<file path="config.mk">
export PLATFORM = sky130hd
export DESIGN_NAME = wb_regfile
export DESIGN_NICKNAME = d
export VERILOG_FILES = /design/src/rtl/riscv_pkg.sv /design/src/rtl/wb_regfile_bank.sv /design/src/rtl/wb_regfile.sv
export SDC_FILE = /design/constraint.sdc
export NUM_CORES = 2
export LEC_CHECK = 0
export ABC_CLOCK_PERIOD_IN_PS = 5550
export CAP_MARGIN = 20
export CORE_ASPECT_RATIO = 1.1
export CORE_UTILIZATION = 25
export CTS_CLUSTER_DIAMETER = 150
export DETAILED_ROUTE_END_ITERATION = 10
export RECOVER_POWER = 50
export SLEW_MARGIN = 0
export SYNTH_ARGS = -nofsm -noshare
export SYNTH_HDL_FRONTEND = slang
export SYNTH_SLANG_ARGS = --single-unit
</file>
<file path="constraint.sdc">
create_clock -name clk -period 5.55 [get_ports clk]
set_input_delay 0.8325 -clock clk [delete_from_list [all_inputs] [get_ports clk]]
set_output_delay 0.8325 -clock clk [all_outputs]
set_load 0.01 [all_outputs]
</file>
<file path="src/rtl/riscv_pkg.sv">
// Shared core types and constants.
// Used by the ID/EX, EX/MEM, MEM/WB, forwarding and writeback blocks.
package riscv_pkg;

  localparam int XLEN       = 64;
  localparam int NREGS      = 32;
  localparam int REG_ADDR_W = $clog2(NREGS);

  localparam logic [REG_ADDR_W-1:0] REG_X0 = 5'd0;

  typedef logic [REG_ADDR_W-1:0] reg_addr_t;
  typedef logic [XLEN-1:0]       xlen_t;

endpackage

</file>
<file path="src/rtl/wb_regfile_bank.sv">
// Integer register storage: one write port, two async read ports.
// x0 is never stored and always reads zero.
module regfile_bank #(
  parameter int XLEN   = riscv_pkg::XLEN,
  parameter int NREGS  = riscv_pkg::NREGS,
  parameter int ADDR_W = riscv_pkg::REG_ADDR_W
) (
  input  logic              clk,
  input  logic              reset,
  input  logic              we,
  input  logic [ADDR_W-1:0] waddr,
  input  logic [XLEN-1:0]   wdata,
  input  logic [ADDR_W-1:0] raddr1,
  input  logic [ADDR_W-1:0] raddr2,
  output logic [XLEN-1:0]   rdata1,
  output logic [XLEN-1:0]   rdata2
);
  import riscv_pkg::*;

  logic [XLEN-1:0] regs_q [NREGS];
  logic [XLEN-1:0] regs_d [NREGS];

  localparam logic [ADDR_W-1:0] X0 = ADDR_W'(REG_X0);

  always_comb begin
    regs_d = regs_q;
    if (we && waddr != X0) begin
      regs_d[waddr] = wdata;
    end
    regs_d[0] = '0;
  end

  always_ff @(posedge clk) begin
    if (reset) begin
      for (int i = 0; i < NREGS; i++) begin
        regs_q[i] <= '0;
      end
    end else begin
      regs_q <= regs_d;
    end
  end

  always_comb begin
    rdata1 = (raddr1 == X0) ? '0 : regs_q[raddr1];
    rdata2 = (raddr2 == X0) ? '0 : regs_q[raddr2];
  end

endmodule

</file>
<file path="src/rtl/wb_regfile.sv">
// Writeback stage: result mux, register file, commit counter.
// Define REGFILE_BYPASS_EN for write-first same-cycle reads.
module wb_regfile #(
  parameter int XLEN   = riscv_pkg::XLEN,
  parameter int NREGS  = riscv_pkg::NREGS,
  parameter int ADDR_W = riscv_pkg::REG_ADDR_W
) (
  input  logic              clk,
  input  logic              reset,
  input  logic              mem_to_reg,
  input  logic              reg_write_en,
  input  logic [XLEN-1:0]   data,
  input  logic [XLEN-1:0]   alu_out,
  input  logic [ADDR_W-1:0] rd,
  input  logic [ADDR_W-1:0] rs1,
  input  logic [ADDR_W-1:0] rs2,
  output logic [XLEN-1:0]   read_data1,
  output logic [XLEN-1:0]   read_data2,
  output logic [XLEN-1:0]   wb_data,
  output logic [63:0]       wb_write_count
);
  import riscv_pkg::*;

  localparam logic [ADDR_W-1:0] X0 = ADDR_W'(REG_X0);

  logic            commit;
  logic [XLEN-1:0] bank_rd1;
  logic [XLEN-1:0] bank_rd2;
  logic [63:0]     cnt_q;
  logic [63:0]     cnt_d;

  always_comb begin
    wb_data = mem_to_reg ? data : alu_out;
    commit  = reg_write_en && (rd != X0);
  end

  regfile_bank #(
    .XLEN   (XLEN),
    .NREGS  (NREGS),
    .ADDR_W (ADDR_W)
  ) u_bank (
    .clk    (clk),
    .reset  (reset),
    .we     (reg_write_en),
    .waddr  (rd),
    .wdata  (wb_data),
    .raddr1 (rs1),
    .raddr2 (rs2),
    .rdata1 (bank_rd1),
    .rdata2 (bank_rd2)
  );

`ifdef REGFILE_BYPASS_EN
  always_comb begin
    read_data1 = (commit && rs1 == rd) ? wb_data : bank_rd1;
    read_data2 = (commit && rs2 == rd) ? wb_data : bank_rd2;
  end
`else
  // Read-first: the hazard unit covers the WB-to-ID overlap.
  always_comb begin
    read_data1 = bank_rd1;
    read_data2 = bank_rd2;
  end
`endif

  always_comb begin
    cnt_d = commit ? cnt_q + 64'd1 : cnt_q;
  end

  always_ff @(posedge clk) begin
    if (reset) begin
      cnt_q <= '0;
    end else begin
      cnt_q <= cnt_d;
    end
  end

  assign wb_write_count = cnt_q;

endmodule

</file>
==> reports/metrics.csv <==
metric,value,unit
final_layout_size_suffix_gt1_share,19.75,%
synthCells,9663,
ant_nets,0,
grt_pass1_wl,564600,um
synth_compound_area_share,18.58,%
hold_violations,0,
core,401500,um2
min_period_over_period,94.89,%
seq_area_frac_synth,40.67,%
synth_fa_ha_area_share,0.01241,%
yosysUniqueCellTypes,49,
hold_depth,2,
fin_crit,5266,ps
drt_wl_total,391400,um
timing.final.ws_setup,283.9,ps
drcViolationCount,0,
drv_slew,2865,
start_kind,primary input,
viasPerCell,5.451,
die-area,405800,um2
nets,9530,
rsz0062_at_grt,no,
switching_share,26.26,%
p_per_area,282.2,nW/um2
mostFrequentLayoutCells,"2,153 x nor2_1, 2,048 x dfxtp_1, 1,999 x a211oi_1, 977 x mux4_2, 376 x clkdlybuf4s50_1",
fin_skew,5.459,ps
tightest_slew,4322,ps
numPortBuffers,402,
antenna_found_initial,27,
cts_sinks,2048,
synth_nets,9811,
synth_mux_area_share,26.05,%
grt_overflow,0,
grt_pass1_vias,77511,
htreeDepth,4,
violations,"max-capacitance violations, max-slew violations",
ios,403,
min-delay-path-class,primary input to flop,
cts_hold_buf,0,
cts_resized,0,
cts_buffers,209,
cp_top_family,buffers and inverters,
synth_simple_gate_area_share,9.457,%
cp_slowest_cell,clkbuf_1,
die_w,607.4,um
place_ws,595.1,ps
finalWeightedCongestion,0.8416,
rows,244,
num_vias,80951,
finalSetupViolations,0,
drt-initial-drc-count,8366,
cts_root_buf,clkbuf_16,
p_int,24540,uW
ys_warn_count,0,
grt.total_usage,18.55,%
crit_path_max_incr_delay,2120,ps
cp.arrival,5880,ps
path_class,primary input to flop,
path_clk_slew,60,ps
synth_xor_xnor_area_share,0.2172,%
cts_buffer_depth,4,
comb_power_share,10.9,%
max_freq,0.1899,GHz
reg2reg_slack,2410,ps
synth_ff_type,dfxtp_1,
power_frac_clock,44.0,%
avgSynthCellArea,10.43,um2
syn_area,100800,um2
worst_ep_required_time,6160,ps
die_h,668.0,um
setup-tns-final,0,ps
syn_to_final_growth,17.01,%
cts_tree,done,
dr.pass1.iters,6,
timing.rr.start,wb_write_count[4],
grt_max_degree,240,
ir_drop,265.3,uV
p_seq_share,45.1,%
min_to,wb_write_count[41],
slew_headroom,-188.1,%
ys_seq_elements,2048,
initial_core_util,25.11,%
cap_violations,62,
path_buf_inv,2,
worst_r2r_endpoint,wb_write_count[60],
final_common_cell,nor2_1,
async_flop_share,0,%
crit_path_end_kind,flop,
wl_per_cell,26.36,um
synth_top_family_by_area,multiplexers,
cp_cell_sequence,dlygate4sd3_1 -> nor2b_1 -> nand3_1 -> nor2_1 -> clkbuf_1 -> a211oi_1,
clock_latency,880,ps
switchingPower,8740,uW
nFillCells,41244,
postCtsSetupRepairBufs,0,
synth-edff-count,0,
outcome,finished with violations,
r2r_cells,5,
hpwl,241200,um
p_leak,0.03678,uW
min_from,reset,
critPathMaxFanout,38,
[metrics by stage]
stage / power [uW] / area [um2] / util [%] / hold WS [ps] / std cells
2_1_floorplan: 17290 / 100800 / - / 484.0 / 9663
3_3_place_gp: 18930 / 111800 / 27.85 / 479.8 / 14459
3_5_place_dp: 18940 / 111800 / 27.85 / 491.9 / 14460
4_1_cts: 33410 / 118800 / 29.58 / 381.3 / 14836
5_1_grt: 34140 / 117900 / 29.37 / 394.0 / 14838
6_report: 33280 / 117900 / 29.38 / 360.6 / 14850
[flip-flops by register name, summed over array words and instances, names as in the netlist]
signal	flops
u_bank.regs_q	1984
wb_write_count	64
[worst max-delay path by stage]
stage	cells past startpoint	start	slack, ps	to
detailed placement	8	rs2[0]	600	read_data2[7]
finish	6	rd[4]	280	u_bank.regs_q[722]
floorplan	7	rs1[1]	1550	read_data1[1]
CTS	8	rs2[0]	580	read_data2[7]
global placement	8	rs2[0]	460	read_data2[7]
global route	7	rd[4]	280	u_bank.regs_q[725]
[Yosys cell counts (3+ instances only)]
library cell  number  area share (%)
nor2_1          2156             8.0
buf_1            112            0.42
and2_1             7           0.043
a21oi_1           45            0.22
a221o_1           18            0.18
or3_1             13           0.081
nand2_1           57            0.21
nor4_1             8           0.050
a21o_1           103            0.77
or4_1             23            0.17
mux2_2           172             1.9
xnor2_1           14            0.12
mux2i_1          232             2.3
mux4_2           977              22
and3_1             5           0.031
nor2b_1           40            0.25
o221ai_1           3           0.026
a2111oi_0         93            0.81
clkbuf_1        1072             4.0
o21ai_0           25            0.12
dfxtp_1         2048              41
a211oi_1        1999              15
nand4_1           17            0.11
o22ai_1           25            0.16
a22o_1            21            0.18
or2_2              6           0.037
nand3_1           29            0.14
a221oi_1         115             1.0
nor3_1            25            0.12
xor2_1            11           0.096
inv_1             81            0.30
nand2b_1          10           0.062
o31ai_1           22            0.16
and4_1             6           0.052
buf_2             54            0.27
[per-layer routing]
metal | GRT usage, % | wire length, um
met1 | 23.27 | 156500
met2 | 29.44 | 176100
met3 | 3.689 | 31160
met4 | 11.18 | 27470
met5 | 0 | 181
[worst register-to-register path, stage by stage (launching register included)]
cell     delay, ps
dfxtp_1        440
nand4_2        160
or4_1          690
or4b_1         980
or4_1          650
a21oi_1        150
[power groups by stage]
stage / clock, uW / combinational (uW) / sequential (uW)
floorplan: 0 / 1990 / 15300
global placement: 0 / 3590 / 15300
detailed placement: 0 / 3600 / 15300
CTS: 14800 / 3610 / 15000
global route: 15300 / 3760 / 15000
finish: 14600 / 3620 / 15000
[layout make-up]
type                       count  area [um2]  area share [%]
sequential                  2048       41000           34.76
timing repair buffer         750        7438           6.306
inverter                      81       304.0          0.2578
clock inverter                63       648.1          0.5495
multi-input combinational   6292       55600           47.14
tap                         5289        6618           5.611
clock buffer                 313        6310           5.350
antenna                       14       35.03         0.02970
[kinds of logic after synthesis]
kind of cell / after synthesis
and+or+nand+nor: 2408
xor gates and xnor gates: 25
muxes: 1381
DFF: 2048
buffers and inverters: 1323
adders and majority gates: 1
AOI/OAI and AO/OA: 2477
Note: power is estimated with default switching activity, not from simulation.
